$ cat src/rtl/serdes_shift_engine_pkg.sv
// Shared types and helpers for the serdes shift engine.
// Optional even-parity framing is enabled by defining SERDES_PARITY_EN.
package serdes_pkg;

    typedef enum logic [0:0] {
        IDLE  = 1'b0,
        SHIFT = 1'b1
    } tx_state_e;

`ifdef SERDES_PARITY_EN
    localparam int PARITY_BITS = 1;
`else
    localparam int PARITY_BITS = 0;
`endif

    // A zero length, or one wider than the datapath, selects a full-width frame.
    function automatic int eff_len(input int frame_len, input int data_w);
        if (frame_len == 0 || frame_len > data_w) return data_w;
        return frame_len;
    endfunction

endpackage

$ cat src/rtl/serdes_shift_engine_if.sv
// Bundle of the parallel handshakes, frame controls and serial lines of the serdes shift engine.
interface serdes_shift_engine_if #(
    parameter int DATA_W = 32,
    parameter int CNT_W  = $clog2(DATA_W + 1)
);
    // valid/ready: a word moves on every cycle where both are 1; the source holds its
    // data stable while valid=1 and ready=0, and valid never waits on ready.
    logic              bit_tick;
    logic              msb_first;
    logic [CNT_W-1:0]  frame_len;
    logic              tx_valid;
    logic [DATA_W-1:0] tx_data;
    logic              tx_ready;
    logic              tx_serial;
    logic              tx_done;
    logic              rx_enable;
    logic              rx_serial;
    logic [DATA_W-1:0] rx_data;
    logic              rx_valid;
    logic              rx_ready;
    logic              rx_overrun;
    logic              rx_parity_err;

    modport master (
        output bit_tick, msb_first, frame_len, tx_valid, tx_data, rx_enable, rx_serial, rx_ready,
        input  tx_ready, tx_serial, tx_done, rx_data, rx_valid, rx_overrun, rx_parity_err
    );

    modport slave (
        input  bit_tick, msb_first, frame_len, tx_valid, tx_data, rx_enable, rx_serial, rx_ready,
        output tx_ready, tx_serial, tx_done, rx_data, rx_valid, rx_overrun, rx_parity_err
    );

endinterface

$ cat src/rtl/serdes_bit_counter.sv
// Loadable down-counter with clear and terminal-count (zero) flag; tracks bits left in a frame.
module serdes_bit_counter #(
    parameter int CW = 6
) (
    input  logic          clk,
    input  logic          reset,
    input  logic          clear,
    input  logic          load,
    input  logic [CW-1:0] load_val,
    input  logic          dec,
    output logic [CW-1:0] count,
    output logic          tc
);

    logic [CW-1:0] count_d, count_q;

    always_comb begin
        count_d = count_q;
        if (clear) begin
            count_d = '0;
        end else if (load) begin
            count_d = load_val;
        end else if (dec && count_q != '0) begin
            count_d = count_q - 1'b1;
        end
    end

    always_ff @(posedge clk or negedge reset) begin
        if (!reset) begin
            count_q <= '0;
        end else begin
            count_q <= count_d;
        end
    end

    assign count = count_q;
    assign tc    = (count_q == '0);

endmodule

$ cat src/rtl/serdes_shift_engine.sv
// Full-duplex parametrised serialiser/deserialiser with per-frame length and bit order.
// Defining SERDES_PARITY_EN appends an even-parity bit to every frame in both directions.
module serdes_shift_engine
    import serdes_pkg::*;
#(
    parameter int DATA_W = 32,
    parameter int CNT_W  = $clog2(DATA_W + 1)
) (
    input logic                  clk,
    input logic                  reset,
    serdes_shift_engine_if.slave bus
);

    // One spare counter bit so that a full-width frame plus parity always fits.
    localparam int CW = CNT_W + 1;
    localparam logic [CW-1:0] PAR_CW = CW'(PARITY_BITS);

    logic [CW-1:0]     in_len;
    logic [DATA_W-1:0] in_mask;

    assign in_len  = CW'(eff_len(int'(bus.frame_len), DATA_W));
    assign in_mask = {DATA_W{1'b1}} >> (DATA_W - int'(in_len));

    tx_state_e         tx_state_d, tx_state_q;
    logic [DATA_W-1:0] tx_sh_d, tx_sh_q;
    logic              tx_msb_d, tx_msb_q;
    logic              tx_serial_d, tx_serial_q;
    logic              tx_par_d, tx_par_q;
    logic              tx_load, tx_dec, tx_tc, tx_done_c;
    logic [CW-1:0]     tx_cnt;

    serdes_bit_counter #(.CW(CW)) u_tx_cnt (
        .clk      (clk),
        .reset    (reset),
        .clear    (1'b0),
        .load     (tx_load),
        .load_val (in_len + PAR_CW),
        .dec      (tx_dec),
        .count    (tx_cnt),
        .tc       (tx_tc)
    );

    // MSB-first words are left-aligned at load so both orders shift out from a fixed end.
    always_comb begin
        tx_state_d  = tx_state_q;
        tx_sh_d     = tx_sh_q;
        tx_msb_d    = tx_msb_q;
        tx_serial_d = tx_serial_q;
        tx_par_d    = tx_par_q;
        tx_load     = 1'b0;
        tx_dec      = 1'b0;
        tx_done_c   = 1'b0;
        case (tx_state_q)
            IDLE: begin
                tx_serial_d = 1'b1;
                if (bus.tx_valid) begin
                    tx_state_d = SHIFT;
                    tx_load    = 1'b1;
                    tx_msb_d   = bus.msb_first;
                    tx_sh_d    = bus.msb_first ? (bus.tx_data << (DATA_W - int'(in_len))) : bus.tx_data;
                    tx_par_d   = ^(bus.tx_data & in_mask);
                end
            end
            SHIFT: begin
                if (bus.bit_tick) begin
                    if (tx_tc) begin
                        tx_serial_d = 1'b1;
                        tx_done_c   = 1'b1;
                        tx_state_d  = IDLE;
                    end else begin
                        tx_dec = 1'b1;
                        if (PARITY_BITS != 0 && tx_cnt == CW'(1)) begin
                            tx_serial_d = tx_par_q;
                        end else if (tx_msb_q) begin
                            tx_serial_d = tx_sh_q[DATA_W-1];
                            tx_sh_d     = tx_sh_q << 1;
                        end else begin
                            tx_serial_d = tx_sh_q[0];
                            tx_sh_d     = tx_sh_q >> 1;
                        end
                    end
                end
            end
            default: tx_state_d = IDLE;
        endcase
    end

    always_ff @(posedge clk or negedge reset) begin
        if (!reset) begin
            tx_state_q  <= IDLE;
            tx_sh_q     <= '0;
            tx_msb_q    <= 1'b0;
            tx_serial_q <= 1'b1;
            tx_par_q    <= 1'b0;
        end else begin
            tx_state_q  <= tx_state_d;
            tx_sh_q     <= tx_sh_d;
            tx_msb_q    <= tx_msb_d;
            tx_serial_q <= tx_serial_d;
            tx_par_q    <= tx_par_d;
        end
    end

    assign bus.tx_ready  = (tx_state_q == IDLE);
    assign bus.tx_serial = tx_serial_q;
    assign bus.tx_done   = tx_done_c;

    logic [DATA_W-1:0] rx_sh_d, rx_sh_q, rx_data_d, rx_data_q;
    logic [DATA_W-1:0] rx_base, rx_shifted, rx_word_src, rx_word;
    logic [CW-1:0]     rx_len_d, rx_len_q, rx_cur_len, rx_cnt;
    logic              rx_msb_d, rx_msb_q, rx_cur_msb;
    logic              rx_sample, rx_first, rx_par_bit, rx_complete;
    logic              rx_load, rx_dec, rx_tc;
    logic              rx_valid_d, rx_valid_q, rx_ovr_d, rx_ovr_q;

    // Counter holds bits still expected; zero means the next sample starts a frame.
    serdes_bit_counter #(.CW(CW)) u_rx_cnt (
        .clk      (clk),
        .reset    (reset),
        .clear    (!bus.rx_enable),
        .load     (rx_load),
        .load_val (in_len + PAR_CW - CW'(1)),
        .dec      (rx_dec),
        .count    (rx_cnt),
        .tc       (rx_tc)
    );

    always_comb begin
        rx_sh_d     = rx_sh_q;
        rx_data_d   = rx_data_q;
        rx_len_d    = rx_len_q;
        rx_msb_d    = rx_msb_q;
        rx_valid_d  = rx_valid_q;
        rx_ovr_d    = 1'b0;
        rx_load     = 1'b0;
        rx_dec      = 1'b0;
        rx_sample   = bus.rx_enable && bus.bit_tick;
        rx_first    = rx_tc;
        rx_cur_len  = rx_first ? in_len : rx_len_q;
        rx_cur_msb  = rx_first ? bus.msb_first : rx_msb_q;
        rx_base     = rx_first ? '0 : rx_sh_q;
        rx_par_bit  = (PARITY_BITS != 0) && !rx_first && (rx_cnt == CW'(1));
        rx_complete = rx_sample && (rx_first ? ((in_len + PAR_CW) == CW'(1)) : (rx_cnt == CW'(1)));
        rx_shifted  = rx_cur_msb ? {rx_base[DATA_W-2:0], bus.rx_serial}
                                 : {bus.rx_serial, rx_base[DATA_W-1:1]};
        rx_word_src = rx_par_bit ? rx_sh_q : rx_shifted;
        // LSB-first bits enter at the top, so right-align by the frame length.
        rx_word     = rx_cur_msb ? rx_word_src : (rx_word_src >> (DATA_W - int'(rx_cur_len)));
        if (rx_sample) begin
            rx_len_d = rx_cur_len;
            rx_msb_d = rx_cur_msb;
            rx_load  = rx_first;
            rx_dec   = !rx_first;
            if (!rx_par_bit) begin
                rx_sh_d = rx_shifted;
            end
        end
        if (bus.rx_ready) begin
            rx_valid_d = 1'b0;
        end
        if (rx_complete) begin
            rx_data_d  = rx_word;
            rx_valid_d = 1'b1;
            rx_ovr_d   = rx_valid_q && !bus.rx_ready;
        end
    end

    always_ff @(posedge clk or negedge reset) begin
        if (!reset) begin
            rx_sh_q    <= '0;
            rx_data_q  <= '0;
            rx_len_q   <= '0;
            rx_msb_q   <= 1'b0;
            rx_valid_q <= 1'b0;
            rx_ovr_q   <= 1'b0;
        end else begin
            rx_sh_q    <= rx_sh_d;
            rx_data_q  <= rx_data_d;
            rx_len_q   <= rx_len_d;
            rx_msb_q   <= rx_msb_d;
            rx_valid_q <= rx_valid_d;
            rx_ovr_q   <= rx_ovr_d;
        end
    end

    assign bus.rx_data    = rx_data_q;
    assign bus.rx_valid   = rx_valid_q;
    assign bus.rx_overrun = rx_ovr_q;

`ifdef SERDES_PARITY_EN
    logic rx_acc_d, rx_acc_q, rx_perr_d, rx_perr_q;

    always_comb begin
        rx_acc_d  = rx_acc_q;
        rx_perr_d = rx_perr_q;
        if (rx_sample && !rx_par_bit) begin
            rx_acc_d = (rx_first ? 1'b0 : rx_acc_q) ^ bus.rx_serial;
        end
        if (bus.rx_ready) begin
            rx_perr_d = 1'b0;
        end
        if (rx_complete) begin
            rx_perr_d = rx_par_bit && (bus.rx_serial != rx_acc_q);
        end
    end

    always_ff @(posedge clk or negedge reset) begin
        if (!reset) begin
            rx_acc_q  <= 1'b0;
            rx_perr_q <= 1'b0;
        end else begin
            rx_acc_q  <= rx_acc_d;
            rx_perr_q <= rx_perr_d;
        end
    end

    assign bus.rx_parity_err = rx_perr_q;
`else
    assign bus.rx_parity_err = 1'b0;
`endif

endmodule
$ cat src/flat_wrapper.sv
// flat-port wrapper written by rule: the top's interface ports become plain ports
module serdes_shift_engine_flat import serdes_pkg::*;
#(
    parameter int DATA_W = 32,
    parameter int CNT_W  = $clog2(DATA_W + 1)
)
  (clk, reset, bus_bit_tick, bus_msb_first, bus_frame_len, bus_tx_valid, bus_tx_data, bus_rx_enable, bus_rx_serial, bus_rx_ready, bus_tx_ready, bus_tx_serial, bus_tx_done, bus_rx_data, bus_rx_valid, bus_rx_overrun, bus_rx_parity_err);
  serdes_shift_engine_if #(.DATA_W(DATA_W), .CNT_W(CNT_W)) bus_i ();
  input logic clk;
  input logic reset;
  input wire logic [$bits(bus_i.bit_tick)-1:0] bus_bit_tick;
  input wire logic [$bits(bus_i.msb_first)-1:0] bus_msb_first;
  input wire logic [$bits(bus_i.frame_len)-1:0] bus_frame_len;
  input wire logic [$bits(bus_i.tx_valid)-1:0] bus_tx_valid;
  input wire logic [$bits(bus_i.tx_data)-1:0] bus_tx_data;
  input wire logic [$bits(bus_i.rx_enable)-1:0] bus_rx_enable;
  input wire logic [$bits(bus_i.rx_serial)-1:0] bus_rx_serial;
  input wire logic [$bits(bus_i.rx_ready)-1:0] bus_rx_ready;
  output wire logic [$bits(bus_i.tx_ready)-1:0] bus_tx_ready;
  output wire logic [$bits(bus_i.tx_serial)-1:0] bus_tx_serial;
  output wire logic [$bits(bus_i.tx_done)-1:0] bus_tx_done;
  output wire logic [$bits(bus_i.rx_data)-1:0] bus_rx_data;
  output wire logic [$bits(bus_i.rx_valid)-1:0] bus_rx_valid;
  output wire logic [$bits(bus_i.rx_overrun)-1:0] bus_rx_overrun;
  output wire logic [$bits(bus_i.rx_parity_err)-1:0] bus_rx_parity_err;
  assign bus_i.bit_tick = bus_bit_tick;
  assign bus_i.msb_first = bus_msb_first;
  assign bus_i.frame_len = bus_frame_len;
  assign bus_i.tx_valid = bus_tx_valid;
  assign bus_i.tx_data = bus_tx_data;
  assign bus_i.rx_enable = bus_rx_enable;
  assign bus_i.rx_serial = bus_rx_serial;
  assign bus_i.rx_ready = bus_rx_ready;
  assign bus_tx_ready = bus_i.tx_ready;
  assign bus_tx_serial = bus_i.tx_serial;
  assign bus_tx_done = bus_i.tx_done;
  assign bus_rx_data = bus_i.rx_data;
  assign bus_rx_valid = bus_i.rx_valid;
  assign bus_rx_overrun = bus_i.rx_overrun;
  assign bus_rx_parity_err = bus_i.rx_parity_err;
  serdes_shift_engine #(.DATA_W(DATA_W), .CNT_W(CNT_W)) u_core (.clk(clk), .reset(reset), .bus(bus_i));
endmodule
$ cat config.mk
export PLATFORM = sky130hd
export DESIGN_NAME = serdes_shift_engine_flat
export DESIGN_NICKNAME = d
export VERILOG_FILES = /design/src/rtl/serdes_shift_engine_pkg.sv /design/src/rtl/serdes_shift_engine_if.sv /design/src/rtl/serdes_bit_counter.sv /design/src/rtl/serdes_shift_engine.sv /design/src/flat_wrapper.sv
export SDC_FILE = /design/constraint.sdc
export NUM_CORES = 1
export LEC_CHECK = 0
export BUFFER_PORTS_ARGS = -buffer_cell sky130_fd_sc_hd__buf_2
export CAP_MARGIN = 20
export CORE_MARGIN = 2
export CORE_UTILIZATION = 45
export DETAILED_ROUTE_END_ITERATION = 10
export PLACE_DENSITY_LB_ADDON = 0.05
export SETUP_SLACK_MARGIN = 0.2
export SLEW_MARGIN = 20
export SYNTH_ARGS = -nofsm -noshare
export SYNTH_HDL_FRONTEND = slang
export SYNTH_SLANG_ARGS = --single-unit
$ cat constraint.sdc
create_clock -name clk -period 6.27 [get_ports clk]
set_clock_uncertainty 0.1 [all_clocks]
set_input_delay 0 -clock clk [delete_from_list [all_inputs] [get_ports clk]]
set_output_delay 0 -clock clk [all_outputs]
set_load 0.005 [all_outputs]
# Yosys cells after proc, flatten, opt, wreduce, memory -nomap -nowiden

Cells that the tools add are included.

Register bits: 123
Input bits: 46
Output and inout bits: 38
Word-level logic and storage cells: 83

$add $sub $neg: 5
Order comparisons: 1
Equal/unequal tests: 6
Shifts and indexed selects: 2
Muxes and demuxes: 39
Bitwise gates (word level): 1
Reductions and logical operators: 17

Operators with widths:

| kind                | number |
|---|---|
| $mux 32             | 8 |
| $pmux 32 s2         | 1 |
| $mux 7              | 7 |
| $shl 32x32->32      | 1 |
| $shr 32x32->32      | 1 |
| $sub 7x1->7 const B | 3 |
| $mux 1              | 20 |
| $sub 6x7->8 const A | 2 |
| $eq 7x1->1 const B  | 2 |
| $logic_not 7->1     | 2 |
| $reduce_bool 7->1   | 2 |
| $gt 6x6->1 const B  | 1 |
| $logic_not 6->1     | 1 |
| $mux 6              | 1 |
| $ne 2x2->1 const B  | 3 |
| $logic_and 1x1->1   | 5 |
| $pmux 1 s2          | 2 |
| $reduce_bool 2->1   | 2 |
| $ne 3x1->1 const B  | 1 |
| $reduce_and 3->1    | 1 |
| $logic_not 1->1     | 2 |
| $reduce_and 2->1    | 1 |
| $logic_or 1x1->1    | 1 |
| $not 1->1           | 1 |

# Depth between registers and ports, before layout

Depth in word-level cells: 9
Gate-level depth with buffers: 21
Depth with buffers taken out: 14

# Modules after synthesis

A second synthesis with hierarchy kept.

Cells, all modules: 1255
Area total of the unflattened synthesis: 10899.2 sq um

By module, submodules not included:

| module              | times used | cells an instance | area an instance (sq um) | sequential area each (sq um) |
|---|---|---|---|---|
| serdes_shift_engine | 1          | 1137              | 9850.7                   | 2728.9 |
| serdes_bit_counter  | 2          | 59                | 524.3                    | 175.2 |

# Least setup slack after synthesis

OpenSTA, ideal clock, no wires.

Path kind: flip-flop to flip-flop
Start: reg u_core.u_rx_cnt.count_q[0] (netlist: u_core.u_rx_cnt.count[0])
End: reg u_core.rx_data_q[6] (netlist: u_core.bus.rx_data[6])
Setup time: 0.126 ns
Data arrival time: 4.240 ns
Required time: 6.044 ns
Setup slack: 1.804 ns
Cell stages (with the launch flop): 21
Buffers on the path: 6
Period minus slack after synthesis: 4.466 ns
Cell sequence: dfrtp_1 inv_1 ha_1 nor4b_1 buf_2 nand2_1 buf_2 clkbuf_1 buf_1 nor2_1 a21oi_1 ha_1 buf_2 xor2_1 o21ai_2 and3_4 buf_6 mux2_4 a2bb2oi_2 o32ai_1 o32a_1

Word-level cells in the longest chain between the ends: 5
Elaborated cells on any way between the ends: 11
Classes of those cells: add/sub: 1; eq/ne: 1; shift: 1; mux: 6; reduce/logical: 2

Ends and longest elaborated chain:

| what                                   | line                                                   | source |
|---|---|---|
| start: declaration                     | serdes_bit_counter.sv:15                               | `logic [CW-1:0] count_d, count_q;` |
| start signal: assignment               | serdes_bit_counter.sv:32                               | `count_q <= count_d;` |
| $logic_not 7->1                        | serdes_bit_counter.sv:37                               | `assign tc = (count_q == '0);` |
| $mux 7, or another cell as far along   | serdes_shift_engine.sv:139                             | `rx_cur_len = rx_first ? in_len : rx_len_q;` |
| $sub 6x7->8 or $mux 32 (tied branches) | serdes_shift_engine.sv:148, serdes_shift_engine.sv:144 |  |
| $shr 32x32->32                         | serdes_shift_engine.sv:148                             | `rx_word = rx_cur_msb ? rx_word_src : (rx_word_src >> (DATA_W - int'(rx_cur_len)));` |
| $mux 32                                | serdes_shift_engine.sv:148                             |  |
| end signal: assignment                 | serdes_shift_engine.sv:178                             | `rx_data_q <= rx_data_d;` |
| end: declaration                       | serdes_shift_engine.sv:108                             | `logic [DATA_W-1:0] rx_sh_d, rx_sh_q, rx_data_d, rx_data_q;` |

Several ways; a longest one is shown, not always the timed one.
A chain may end at the register's enable or synchronous reset.

# Final worst setup path

Start: reg u_core.u_rx_cnt.count_q[0] (netlist: u_core.u_rx_cnt.count[0])
End: reg u_core.rx_data_q[1] (netlist: u_core.bus.rx_data[1])

Same word-level chain as after synthesis.

==> run summary <==
Buffers on Ports -> 82
First-pass GRT wire length -> 64.9 mm
Hold Path Stages -> 3
Setup CP Type -> flop to flop
H-tree level count -> 4
Minimum clock period -> 4.91 ns
Gpl congestion -> 0.994
TritonCTS clock tree -> built
FP Rows -> 56
Root Driver -> clkbuf_16
Final setup viols -> 0
Final wirelength -> 42.4 mm
Postcts setup bufs -> 0
R2r setup slk -> 1.36 ns
Largest stage delay on the critical path -> 0.72 ns
Detailed Routing Iterations Pass 1 -> 5
Seq/Total Area, Yosys -> 29.2%
Clock slew at reported path FFs -> 0.07 ns
Mapped Avg Cell Area -> 8.35 µm²
GR Overflow Total -> 0
Commonest cells in the synthesized netlist -> 155 x nand2_1, 122 x dfrtp_1, 117 x mux2i_1
DIE AREA -> 0.0247 mm²
Critical-path top delay cell -> or4b_1
Crit path depth -> 14
Largest net degree at the start of global routing -> 76
DRC viols -> 0
Die W -> 157 µm
Synth-to-Final Area Change -> 15.8%
Top cell family by delay on the critical path -> simple AND/OR/NAND/NOR gates
Area of the multi-input gates -> 0.00699 mm²
Nets -> 1376
Leak pwr -> 4.98 nW
Most used DFF post-synth -> dfrtp_1
Most common cell in the synthesized netlist -> nand2_1
Worst-Skew Late Latency -> 0.43 ns
Asr flop ratio synth -> 100%
CTS buffer count -> 17
Top post-synthesis cells by area -> dfrtp_1 29%, mux2i_1 11%, mux4_2 5.6%, nand2_1 5.5%, o21ai_0 4.2%
Number of max-cap violations -> 0
WL per Instance -> 25.6 µm
Share of layout cells above drive strength 1 -> 17.3%
Mapped Area -> 0.0105 mm²
CP startpoint kind -> flop
CP Max Fanout -> 20
First DRT Iteration DRCs -> 920
Final ANT Viol Nets -> 0
Worst Max-Slew Pin Slew -> 1.01 ns
Post-synth top area share -> 29.0%
Net Count, Synth -> 1317
HP Class -> input pin to flop
R2R depth -> 14
Number of global-route vias before repair -> 10600
Area leader, netlist -> dfrtp_1
Clock sinks -> 123
Core ar. -> 0.0233 mm²
Syn Inst Count -> 1263
Post-DP HPWL -> 31.0 mm
Final Hold Viols -> 0
RSZ-0062 raised after global routing -> false
Initial Utilization -> 45.3%
Total number of vias -> 10900
Status -> finished, final reports clean
Fill count -> 2273
Post-synth EDFFs -> 0
Period utilization -> 78.3%
IR Drop Worst-Case VDD -> 0.000193 V
Hold Buf Count CTS -> 35
Max-slew violations -> 0
Worst hold endpoint -> u_core.rx_len_q[2]
Worst Path Buf+Inv -> 2
Clock buffer depth -> 2
Num ports -> 84
CTS resizes -> 0
Crit end category -> flop
Worst EP required -> 6.47 ns
Critical path, cell by cell -> inv_1 -> ha_1 -> or4b_1 -> o21ai_2 -> nand2_1 -> inv_1 -> ha_1 -> xor2_1 -> o21ai_2 -> and3_4 -> mux2i_1 -> a31o_2 -> and4b_1 -> o32a_1
Initial antenna violation count -> 1
Setup TNS -> 0 ns
Worst R2R Start -> u_core.u_rx_cnt.count[0]
Yosys reg bits -> 123
Hold Startpoint -> bus_frame_len[2]
Core Util, Final -> 52.5%
Yosys cell types -> 86
Pwr Density -> 465 mW/mm²
Reg area -> 0.00308 mm²
Reg-to-reg endpoint -> u_core.bus.rx_data[1]
Slew HR -> 32.8%
Die Height -> 157 µm
Worst Path Arrival -> 5.11 ns
Via density -> 6.58
Peak Freq -> 204 MHz
Synth warn -> 0
Total global-route track usage -> 35.0%
## report_power, final
| part | switching (W) | internal [W] |
|---|---|---|
| registers | 0.000289 | 0.00107 |
| logic | 0.00208 | 0.00118 |
| clock network | 0.000422 | 0.000635 |
| total | 0.00279 | 0.00288 |
## state kept, by name (all words and copies together) (netlist names), 7 cells and up
name                   cells
u_core.rx_len_q            7
u_core.bus.rx_data        32
u_core.u_rx_cnt.count      7
u_core.u_tx_cnt.count      7
u_core.rx_sh_q            32
u_core.tx_sh_q            32
## final cells by class
type / instances / share of cell area [%]
multi-input combinational: 1006 / 57.2
sequential: 123 / 25.2
timing repair buffer: 151 / 8.51
clock buffer: 18 / 3.52
tap: 319 / 3.27
clock inverter: 14 / 1.51
inverter: 23 / 0.707
antenna: 1 / 0.0205
## cell families (layout without fill, tap and decap cells)
group           Yosys count  count (layout)  synth area share (%)
other cells               1               2                0.0356
buf+inv                 134             206                  5.13
flops                   123             123                  29.2
xor+xnor                 13              13                  1.08
fa+ha+maj                 8               8                 0.949
mux                     169             169                  19.5
compound gates          397             397                  25.5
simple gates            418             418                  18.7
## worst max path at each step
| stage | start | endpoint | slack (ns) |
|---|---|---|---|
| floorplan | u_core.u_rx_cnt.count[0] | u_core.bus.rx_data[6] | 1.80 |
| global placement | u_core.u_rx_cnt.count[0] | u_core.bus.rx_data[0] | 1.58 |
| detailed placement | u_core.u_rx_cnt.count[0] | u_core.bus.rx_data[1] | 1.48 |
| CTS | u_core.u_rx_cnt.count[0] | u_core.bus.rx_data[1] | 1.46 |
| global route | u_core.u_rx_cnt.count[0] | u_core.bus.rx_data[5] | 1.06 |
| finish | u_core.u_rx_cnt.count[0] | u_core.bus.rx_data[1] | 1.36 |
## stage by stage
stage / instance area, µm² / setup WS, ns / total power (W) / instances / hold slack (ns)
after floorplan: 10500 / 1.80 / 0.00352 / 1263 / -0.396
final: 12200 / 1.36 / 0.00567 / 1655 / 0.0213
after global placement: 11200 / 1.58 / 0.00452 / 1586 / -0.0315
after CTS: 12200 / 1.46 / 0.00562 / 1653 / 0.0116
after global routing: 12200 / 1.06 / 0.00601 / 1654 / 0.0349
after detailed placement: 11200 / 1.48 / 0.00451 / 1586 / -0.0264
## metal layers
metal	GRT usage [%]	vias to the layer above	routed length (µm)
li1	-	4929	-
met1	41.3	5237	16400
met2	58.6	550	20200
met3	5.40	171	2550
met4	24.3	0	3340
met5	0	-	0
## worst min-delay path, delay by kind of cell
kind / cells / cell delay (ns)
and+or+nand+nor: 1 / 0.24
buffers and inverters: 1 / 0.13
AOI/OAI and AO/OA: 1 / 0.13
## cells in the final DEF, fill, tap and decap left out, types with 8 or more instances in the layout
cell / n
o21ai_0: 88
a221oi_1: 15
dfrtp_1: 121
dlygate4sd3_1: 35
and3_1: 9
or3_1: 8
o22ai_1: 8
ha_1: 8
mux4_2: 26
o31ai_1: 30
buf_2: 81
a211oi_1: 16
nor2_1: 73
nor3_1: 37
inv_1: 23
mux2i_1: 116
nor2b_1: 11
buf_4: 34
mux2_2: 25
nand2_1: 154
nand2b_1: 8
nand3_1: 68
xnor2_1: 8
o211ai_1: 27
a21oi_1: 78
a31oi_1: 22
a21o_1: 8
clkbuf_16: 17
o32ai_1: 8
a32oi_1: 9
Note: power is estimated with default switching activity, not from simulation.
